==> config.mk <==
export PLATFORM = sky130hd
export DESIGN_NAME = mem_arbiter
export DESIGN_NICKNAME = d
export VERILOG_FILES = /design/src/rtl/mem_arbiter.sv
export SDC_FILE = /design/constraint.sdc
export NUM_CORES = 1
export LEC_CHECK = 0
export CAP_MARGIN = 15
export CORE_ASPECT_RATIO = 1.75
export CORE_MARGIN = 2
export CORE_UTILIZATION = 25
export DETAILED_ROUTE_END_ITERATION = 10
export HOLD_SLACK_MARGIN = 0.03
export PLACE_DENSITY = 0.95
export REMOVE_ABC_BUFFERS = 1
export SETUP_SLACK_MARGIN = 0.2
export SYNTH_ARGS = -nofsm -noshare
export SYNTH_HDL_FRONTEND = slang
export SYNTH_SLANG_ARGS = --single-unit
==> constraint.sdc <==
create_clock -name clk -period 2.35 [get_ports clk]
set_input_delay 0.3525 -clock clk [delete_from_list [all_inputs] [get_ports clk]]
set_output_delay 0.3525 -clock clk [all_outputs]
set_load 0.03 [all_outputs]
==> src/rtl/mem_arbiter.sv <==
// Two-master memory arbiter: instruction- and data-cache controllers share a
// single memory port. Ownership is granted per burst (held while req stays
// high), alternates on simultaneous requests, and is followed by a short drain
// window so that read data already in flight still reaches the previous owner.
module mem_arbiter #(
    parameter int AW    = 16,
    parameter int DW    = 16,
    parameter int DRAIN = 2
) (
    input  logic          clk,
    input  logic          rst,
    input  logic          i_req,
    input  logic          i_rd,
    input  logic          i_wr,
    input  logic [AW-1:0] i_addr,
    input  logic [DW-1:0] i_wdata,
    input  logic          d_req,
    input  logic          d_rd,
    input  logic          d_wr,
    input  logic [AW-1:0] d_addr,
    input  logic [DW-1:0] d_wdata,
    input  logic          mem_stall,
    input  logic [DW-1:0] mem_rdata,
    output logic          mem_rd,
    output logic          mem_wr,
    output logic [AW-1:0] mem_addr,
    output logic [DW-1:0] mem_wdata,
    output logic          i_gnt,
    output logic          d_gnt,
    output logic          i_stall,
    output logic          d_stall,
    output logic [DW-1:0] i_rdata,
    output logic [DW-1:0] d_rdata
);

    typedef enum logic [1:0] {
        IDLE     = 2'd0,
        OWN_I    = 2'd1,
        OWN_D    = 2'd2,
        DRAIN_ST = 2'd3
    } state_t;

    localparam logic       SIDE_I     = 1'b0;
    localparam logic       SIDE_D     = 1'b1;
    localparam logic [2:0] DRAIN_LOAD = 3'(DRAIN - 1);

    state_t     state_reg, state_next;
    logic [2:0] drain_cnt_reg, drain_cnt_next;
    logic       last_served_reg, last_served_next;
    logic       owner_reg, owner_next;

    // State, drain counter, fairness bit and read-data owner registers
    always_ff @(posedge clk or negedge rst) begin
        if (!rst) begin
            state_reg       <= IDLE;
            drain_cnt_reg   <= 3'd0;
            last_served_reg <= SIDE_I;
            owner_reg       <= SIDE_I;
        end else begin
            state_reg       <= state_next;
            drain_cnt_reg   <= drain_cnt_next;
            last_served_reg <= last_served_next;
            owner_reg       <= owner_next;
        end
    end

    // Next-state logic: arbitration in IDLE, burst hold in OWN_x, drain countdown
    always_comb begin
        state_next       = state_reg;
        drain_cnt_next   = drain_cnt_reg;
        last_served_next = last_served_reg;
        owner_next       = owner_reg;
        unique case (state_reg)
            IDLE: begin
                // A stalled memory freezes arbitration entirely
                if (!mem_stall) begin
                    if (i_req && d_req) begin
                        if (last_served_reg == SIDE_I) begin
                            state_next       = OWN_D;
                            last_served_next = SIDE_D;
                            owner_next       = SIDE_D;
                        end else begin
                            state_next       = OWN_I;
                            last_served_next = SIDE_I;
                            owner_next       = SIDE_I;
                        end
                    end else if (i_req) begin
                        state_next       = OWN_I;
                        last_served_next = SIDE_I;
                        owner_next       = SIDE_I;
                    end else if (d_req) begin
                        state_next       = OWN_D;
                        last_served_next = SIDE_D;
                        owner_next       = SIDE_D;
                    end
                end
            end
            OWN_I: begin
                if (!i_req) begin
                    state_next     = DRAIN_ST;
                    drain_cnt_next = DRAIN_LOAD;
                end
            end
            OWN_D: begin
                if (!d_req) begin
                    state_next     = DRAIN_ST;
                    drain_cnt_next = DRAIN_LOAD;
                end
            end
            DRAIN_ST: begin
                if (drain_cnt_reg == 3'd0) begin
                    state_next = IDLE;
                end else begin
                    drain_cnt_next = drain_cnt_reg - 3'd1;
                end
            end
            default: state_next = IDLE;
        endcase
    end

    // Memory-side mux: forward the owner's beat; strobes need the owner's req
    always_comb begin
        mem_rd    = 1'b0;
        mem_wr    = 1'b0;
        mem_addr  = '0;
        mem_wdata = '0;
        if (state_reg == OWN_I) begin
            mem_wr    = i_req & i_wr;
            mem_rd    = i_req & i_rd & ~i_wr;
            mem_addr  = i_addr;
            mem_wdata = i_wdata;
        end else if (state_reg == OWN_D) begin
            mem_wr    = d_req & d_wr;
            mem_rd    = d_req & d_rd & ~d_wr;
            mem_addr  = d_addr;
            mem_wdata = d_wdata;
        end
    end

    assign i_gnt = (state_reg == OWN_I);
    assign d_gnt = (state_reg == OWN_D);

    assign i_stall = (i_req & ~i_gnt) | (i_gnt & mem_stall);
    assign d_stall = (d_req & ~d_gnt) | (d_gnt & mem_stall);

    // Read data goes only to the recorded owner; blanked while reset is held
    assign i_rdata = (rst && owner_reg == SIDE_I) ? mem_rdata : '0;
    assign d_rdata = (rst && owner_reg == SIDE_D) ? mem_rdata : '0;

endmodule

==> flow_summary.json, run 1 <==
{
  "worst_pin_slew_ns": 0.438,
  "fin_skew_ns": 0.00336,
  "grt_max_degree": 33,
  "rr_startpoint": "state_reg[1]",
  "drive_gt1_share_pct": 30.6,
  "drc": 0,
  "fmax_mhz": 477,
  "status": "finished clean",
  "antenna_cells": 0,
  "setup_viol_count_final": 0,
  "clk_path_buf_depth": 2,
  "cts_tree": "done",
  "final_util_pct": 65.5,
  "synth_warnings": 0,
  "yosys.area.top_type_share_pct": 28.2,
  "p_seq_share_pct": 7.3,
  "max_slew_margin_pct": 70.8,
  "hold_buffers": 0,
  "combPwrFrac_pct": 87.5,
  "antenna_found_initial": 0,
  "cp-start-kind": "flop",
  "start_util_pct": 26.3,
  "vias": 1652,
  "rsz0062_at_grt": "true",
  "first_pass_iters": 4,
  "fin_crit_ns": 2.10,
  "reg2reg_depth": 6,
  "yosysMostFrequentCell": "a22o_1",
  "path_max_fanout": 18,
  "synth_edf_count": 0,
  "finalHoldViolations": 0,
  "min_to": "drain_cnt_reg[1]",
  "crit_path_end_kind": "output port",
  "synth-seq-cells": 6,
  "post-cts-setup-buffers": 0,
  "min_from": "drain_cnt_reg[1]",
  "p_leak_nw": 1.25,
  "grt_use_met2_pct": 40.1,
  "power_switching_mw": 1.68,
  "finalCritPeriodShare_pct": 89.3,
  "insertion_delay_ns": 0.23,
  "reg2reg_slack_ns": 0.52,
  "holdPathStages": 1,
  "io_pins": 159,
  "hold_path.class": "reg -> reg",
  "routedWlPerCell_microns": 15.8,
  "instances_no_fill": 332,
  "netlist_area_sq_mm": 0.00102,
  "grt_pass1_vias": 1662,
  "std_cell_rows": 30,
  "gp_congestion": 0.881,
  "use_met3_pct": 6.42,
  "path_class": "reg -> out",
  "die_x_microns": 52.4,
  "place_area_sq_mm": 0.00258,
  "setup_tns_ns": 0,
  "synth_flop_cell": "dfrtp_1",
  "fp.dieH_microns": 88.7,
  "cts_max_level": 1,
  "timing.rr.end": "state_reg[0]",
  "area_delta_synth_final_pct": 149,
  "max_stage_delay_ns": 0.40,
  "fillCellCount": 330,
  "swShare_pct": 55.6,
  "synthDistinctLibCells": 27,
  "critical_path_arrival_ns": 1.75,
  "grt_overflow": 0,
  "top_usage_layer": "met2",
  "final_area_sq_mm": 0.00256,
  "crit_required_ns": 2.00,
  "synthArstFlopShare_pct": 100,
  "irDropWorstVdd_mv": 0.811,
  "dp_hpwl_microns": 4580,
  "avgSynthCellArea_sq_um": 7.94,
  "finalMaxSlewViolations": 0,
  "nets": 381,
  "totalWireLength_microns": 5240,
  "cap_violations": 0,
  "die-area_sq_mm": 0.00465,
  "core_area_sq_mm": 0.00390,
  "power.internal_mw": 1.34,
  "pwr-share-clk_pct": 5.3,
  "largest_reg_flops": 3,
  "cts_buffers": 3,
  "synth_area_leaders": "a22o_1 (28%), dfrtp_1 (15%), and2_1 (9.8%)",
  "grtUsageTotal_pct": 22.2,
  "root_buffer": "clkbuf_8",
  "post-place-cells": 329,
  "vias_per_cell": 4.98,
  "p_total_mw": 3.03,
  "cts.sinks": 6,
  "portBuffers": 158,
  "yosys.area.top_type": "a22o_1",
  "use_met1_pct": 23.8,
  "drtAntennaViolNets": 0,
  "ys_seq_area_share_pct": 14.7,
  "ys_top_cells_by_count": "a22o_1 (33), and2_1 (16), and3_1 (16), o21ai_0 (8)",
  "synthCells": 129,
  "slowest_stage": "dfrtp_1",
  "grt_pass1_wl_microns": 7720,
  "crit_chain": "inv_1 > ha_2 > buf_8 > mux2_2 > clkdlybuf4s15_2",
  "cts.clk_slew.worst_paths_ns": 0.04,
  "drt-initial-drc-count": 33,
  "p_per_area_mw_per_mm2": 1180
}
## repair_timing
action,CTS,global route
resized for setup,54,26
gates cloned,0,0
pin swaps,0,0
setup endpoints to repair,24,23
## worst max-delay path: cells and delay by family (launching register included)
family | cells | cell delay [ns]
buffers and inverters | 3 | 0.55
multiplexers | 1 | 0.34
flip-flops | 1 | 0.40
adder cells (fa/ha/maj) | 1 | 0.22
## power groups by stage
stage               combinational [mW]  sequential, mW  clock (mW)
floorplan                         1.64           0.201           0
global placement                  2.75           0.218           0
detailed placement                2.79           0.222           0
CTS                               2.73           0.221       0.162
global route                      2.80           0.231       0.167
finish                            2.65           0.220       0.159
## final cells by class
| cell class | instances | area [sq um] | share of cell area [%] |
|---|---|---|---|
| flip-flops and latches | 6 | 150 | 5.87 |
| multi-input cells | 105 | 805 | 31.5 |
| inverters | 6 | 22.5 | 0.881 |
| clock buffers | 3 | 41.3 | 1.62 |
| repair buffers | 164 | 1480 | 57.8 |
| well taps | 48 | 60.1 | 2.35 |
## worst max-delay path by stage
stage	depth (start not counted)	endpoint	startpoint	slack [ns]
2_1_floorplan	3	mem_addr[0]	state_reg[0]	-0.74
3_3_place_gp	5	i_stall	state_reg[1]	0.17
3_5_place_dp	6	mem_addr[7]	state_reg[0]	0.10
4_1_cts	6	mem_addr[7]	state_reg[0]	0.13
5_1_grt	5	i_stall	state_reg[1]	0.17
6_report	5	i_stall	state_reg[1]	0.25
## cell families after synthesis
group                      after synthesis  synth area share (%)
DFF                                      6                  14.7
AOI/OAI and AO/OA                       47                  36.9
muxes                                    4                  4.64
buffers and inverters                   18                  7.33
adders and majority gates                6                  7.33
and+or+nand+nor                         48                  29.2
## metal layers
layer / share of wire, % / up-vias
met2: 54 / 109
li1: - / 801
met5: 0 / -
met4: 1.9 / 0
met3: 12 / 11
met1: 32 / 731
## through the flow
step / setup WS, ns / hold WS, ns
final: 0.252 / 0.485
after floorplan: -0.735 / 0.0569
after CTS: 0.132 / 0.487
after global placement: 0.170 / 0.473
after global routing: 0.175 / 0.503
after detailed placement: 0.102 / 0.479
## layout by cell type, fill, tap and decap left out, drive strengths merged, types with 2 or more instances in the layout
cell,instances
clkdlybuf4s50,88
buf,55
a22o,33
and3,17
clkbuf,17
and2,16
o21ai,8
dfrtp,6
inv,6
ha,6
nand3,4
clkdlybuf4s15,4
nor2,3
mux2,3
nand4b,2
a21oi,2
nor2b,2
Power figures use the tool's default switching activity.
==> run 2: changes to the inputs <==
Settings changed: CAP_MARGIN 15 to unset, CTS_CLUSTER_DIAMETER set to 40.
==> results of run 2 <==
No change in the layout: final DEF, timing and power equal those of run 1.
==> run 3: changes to the inputs <==
Settings changed: TNS_END_PERCENT set to 50.
==> run 3 against run 2 <==
  * Global-route usage is 0.068 points lower
  * Sequential share of layout area barely moved
  * Utilization increased by 0.54 points
  * Register-to-register slack worse by 0.04 ns
  * Clock skew is essentially flat
  * Routed wire length about the same
  * Final cell count unchanged
  * Largest power group unchanged
==> flow_summary.json, run 3 (synthesized netlist as in run 1, its figures left out) <==
{
  "combPwrFrac_pct": 87.5,
  "fin_crit_ns": 2.15,
  "first_pass_iters": 4,
  "start_util_pct": 26.3,
  "die_x_microns": 52.4,
  "instances_no_fill": 332,
  "fin_ws_ns": 0.196,
  "timing.rr.end": "state_reg[0]",
  "io_pins": 159,
  "irDropWorstVdd_mv": 0.776,
  "min_to": "drain_cnt_reg[1]",
  "vias_per_cell": 4.98,
  "layout_common_cells": "clkdlybuf4s50_1 (89), buf_4 (48), a22o_1 (33)",
  "portBuffers": 158,
  "insertion_delay_ns": 0.23,
  "antenna_cells": 0,
  "status": "finished clean",
  "pre_cts_ws_ns": 0.102,
  "clk_path_buf_depth": 2,
  "cap_violations": 0,
  "max_stage_delay_ns": 0.38,
  "finalCritPeriodShare_pct": 91.7,
  "largest_reg_flops": 3,
  "finalHoldViolations": 0,
  "die-area_sq_mm": 0.00465,
  "p_seq_share_pct": 7.2,
  "reg2reg_slack_ns": 0.48,
  "power.internal_mw": 1.36,
  "cts.clk_slew.worst_paths_ns": 0.04,
  "setup_tns_ns": 0,
  "drc": 0,
  "crit_path_end_kind": "output port",
  "seqCellArea_sq_um": 150,
  "crit_chain": "inv_1 > ha_1 > nor2b_2 > buf_12 > a22o_1 > clkdlybuf4s15_1",
  "antenna_found_initial": 0,
  "dp_hpwl_microns": 4580,
  "crit_required_ns": 2.00,
  "grtUsageTotal_pct": 22.1,
  "vias": 1655,
  "cts.sinks": 6,
  "fp.dieH_microns": 88.7,
  "std_cell_rows": 30,
  "slowest_stage": "dfrtp_1",
  "cp.buffers_inverters": 3,
  "setup_viol_count_final": 0,
  "cts_buffers": 3,
  "grt_max_degree": 33,
  "multiInputGateArea_sq_um": 802,
  "drtAntennaViolNets": 0,
  "p_leak_nw": 1.24,
  "pwr-share-clk_pct": 5.2,
  "core_area_sq_mm": 0.00390,
  "nets": 381,
  "final_common_cell": "clkdlybuf4s50_1",
  "path_class": "reg -> out",
  "rsz0062_at_grt": "true",
  "fmax_mhz": 464,
  "swShare_pct": 55.3,
  "critical_path_arrival_ns": 1.80,
  "hold_slack_ns": 0.485,
  "routedWlPerCell_microns": 15.8,
  "grt_pass1_vias": 1652,
  "p_per_area_mw_per_mm2": 1180,
  "fillCellCount": 334,
  "area_delta_synth_final_pct": 152,
  "totalWireLength_microns": 5240,
  "path_max_fanout": 32,
  "hold_path.class": "reg -> reg",
  "max_slew_margin_pct": 66.3,
  "gp_congestion": 0.881,
  "cp-start-kind": "flop",
  "finalMaxSlewViolations": 0,
  "min_from": "drain_cnt_reg[1]",
  "crit_family": "buffers and inverters",
  "fin_skew_ns": 0.00310,
  "root_buffer": "clkbuf_8",
  "reg2reg_depth": 6,
  "cts_tree": "done",
  "cts_max_level": 1,
  "grt_overflow": 0,
  "post-place-cells": 329,
  "rr_startpoint": "state_reg[1]",
  "power_switching_mw": 1.68,
  "drive_gt1_share_pct": 29.6,
  "worst_pin_slew_ns": 0.500,
  "holdPathStages": 1,
  "drt-initial-drc-count": 17,
  "grt_pass1_wl_microns": 7690
}
## run 3: cell types whose count changed in the layout (fill, tap and decap cells not counted), sizes merged
cell	delta
clkdlybuf4s18	-1
clkbuf	-2
clkdlybuf4s50	+1
buf	-3
clkdlybuf4s15	+6
dlymetal6s2s	-1
## run 3: per-layer routing
metal	vias to the layer above	GRT usage, %	wire, microns
met1	741	24.1	1720
met3	9	5.57	595
met2	105	40.7	2830
met5	-	0	0
li1	800	-	-
met4	0	6.76	95
## run 3: metrics by stage
stage,power [mW],utilization (%),instance area (sq um)
6_report,3.04,66.0,2580
3_3_place_gp,2.97,66.2,2580
5_1_grt,3.22,66.0,2580
4_1_cts,3.09,67.2,2620
2_1_floorplan,1.85,-,972
3_5_place_dp,3.02,66.2,2580
## run 3: how the worst max path moves through the flow
stage	from	to	slack, ns	cells past startpoint
6_report	state_reg[1]	mem_addr[14]	0.20	6
5_1_grt	state_reg[1]	mem_addr[14]	0.13	6
4_1_cts	state_reg[0]	mem_addr[7]	0.13	6
3_5_place_dp	state_reg[0]	mem_addr[7]	0.10	6
3_3_place_gp	state_reg[1]	i_stall	0.17	5
2_1_floorplan	state_reg[0]	mem_addr[0]	-0.74	3
## run 3: power groups by stage
stage	registers, mW	logic (mW)	clock network [mW]
after floorplan	0.201	1.64	0
after global placement	0.218	2.75	0
after detailed placement	0.222	2.79	0
after CTS	0.221	2.71	0.162
after global routing	0.231	2.82	0.167
final	0.220	2.66	0.159
## run 3: layout make-up
class	instances	area share [%]
inverter	6	0.874
clock buffer	3	1.60
tap	48	2.33
multi-input combinational	105	31.1
sequential	6	5.83
timing repair buffer	164	58.3
## run 3: what timing repair did
item	4_1_cts	5_1_grt
gates resized for setup	43	23
hold buffers	0	0
gates cloned	0	0
setup buffers	0	0
endpoints found under the setup margin	24	24
pin swaps	0	0
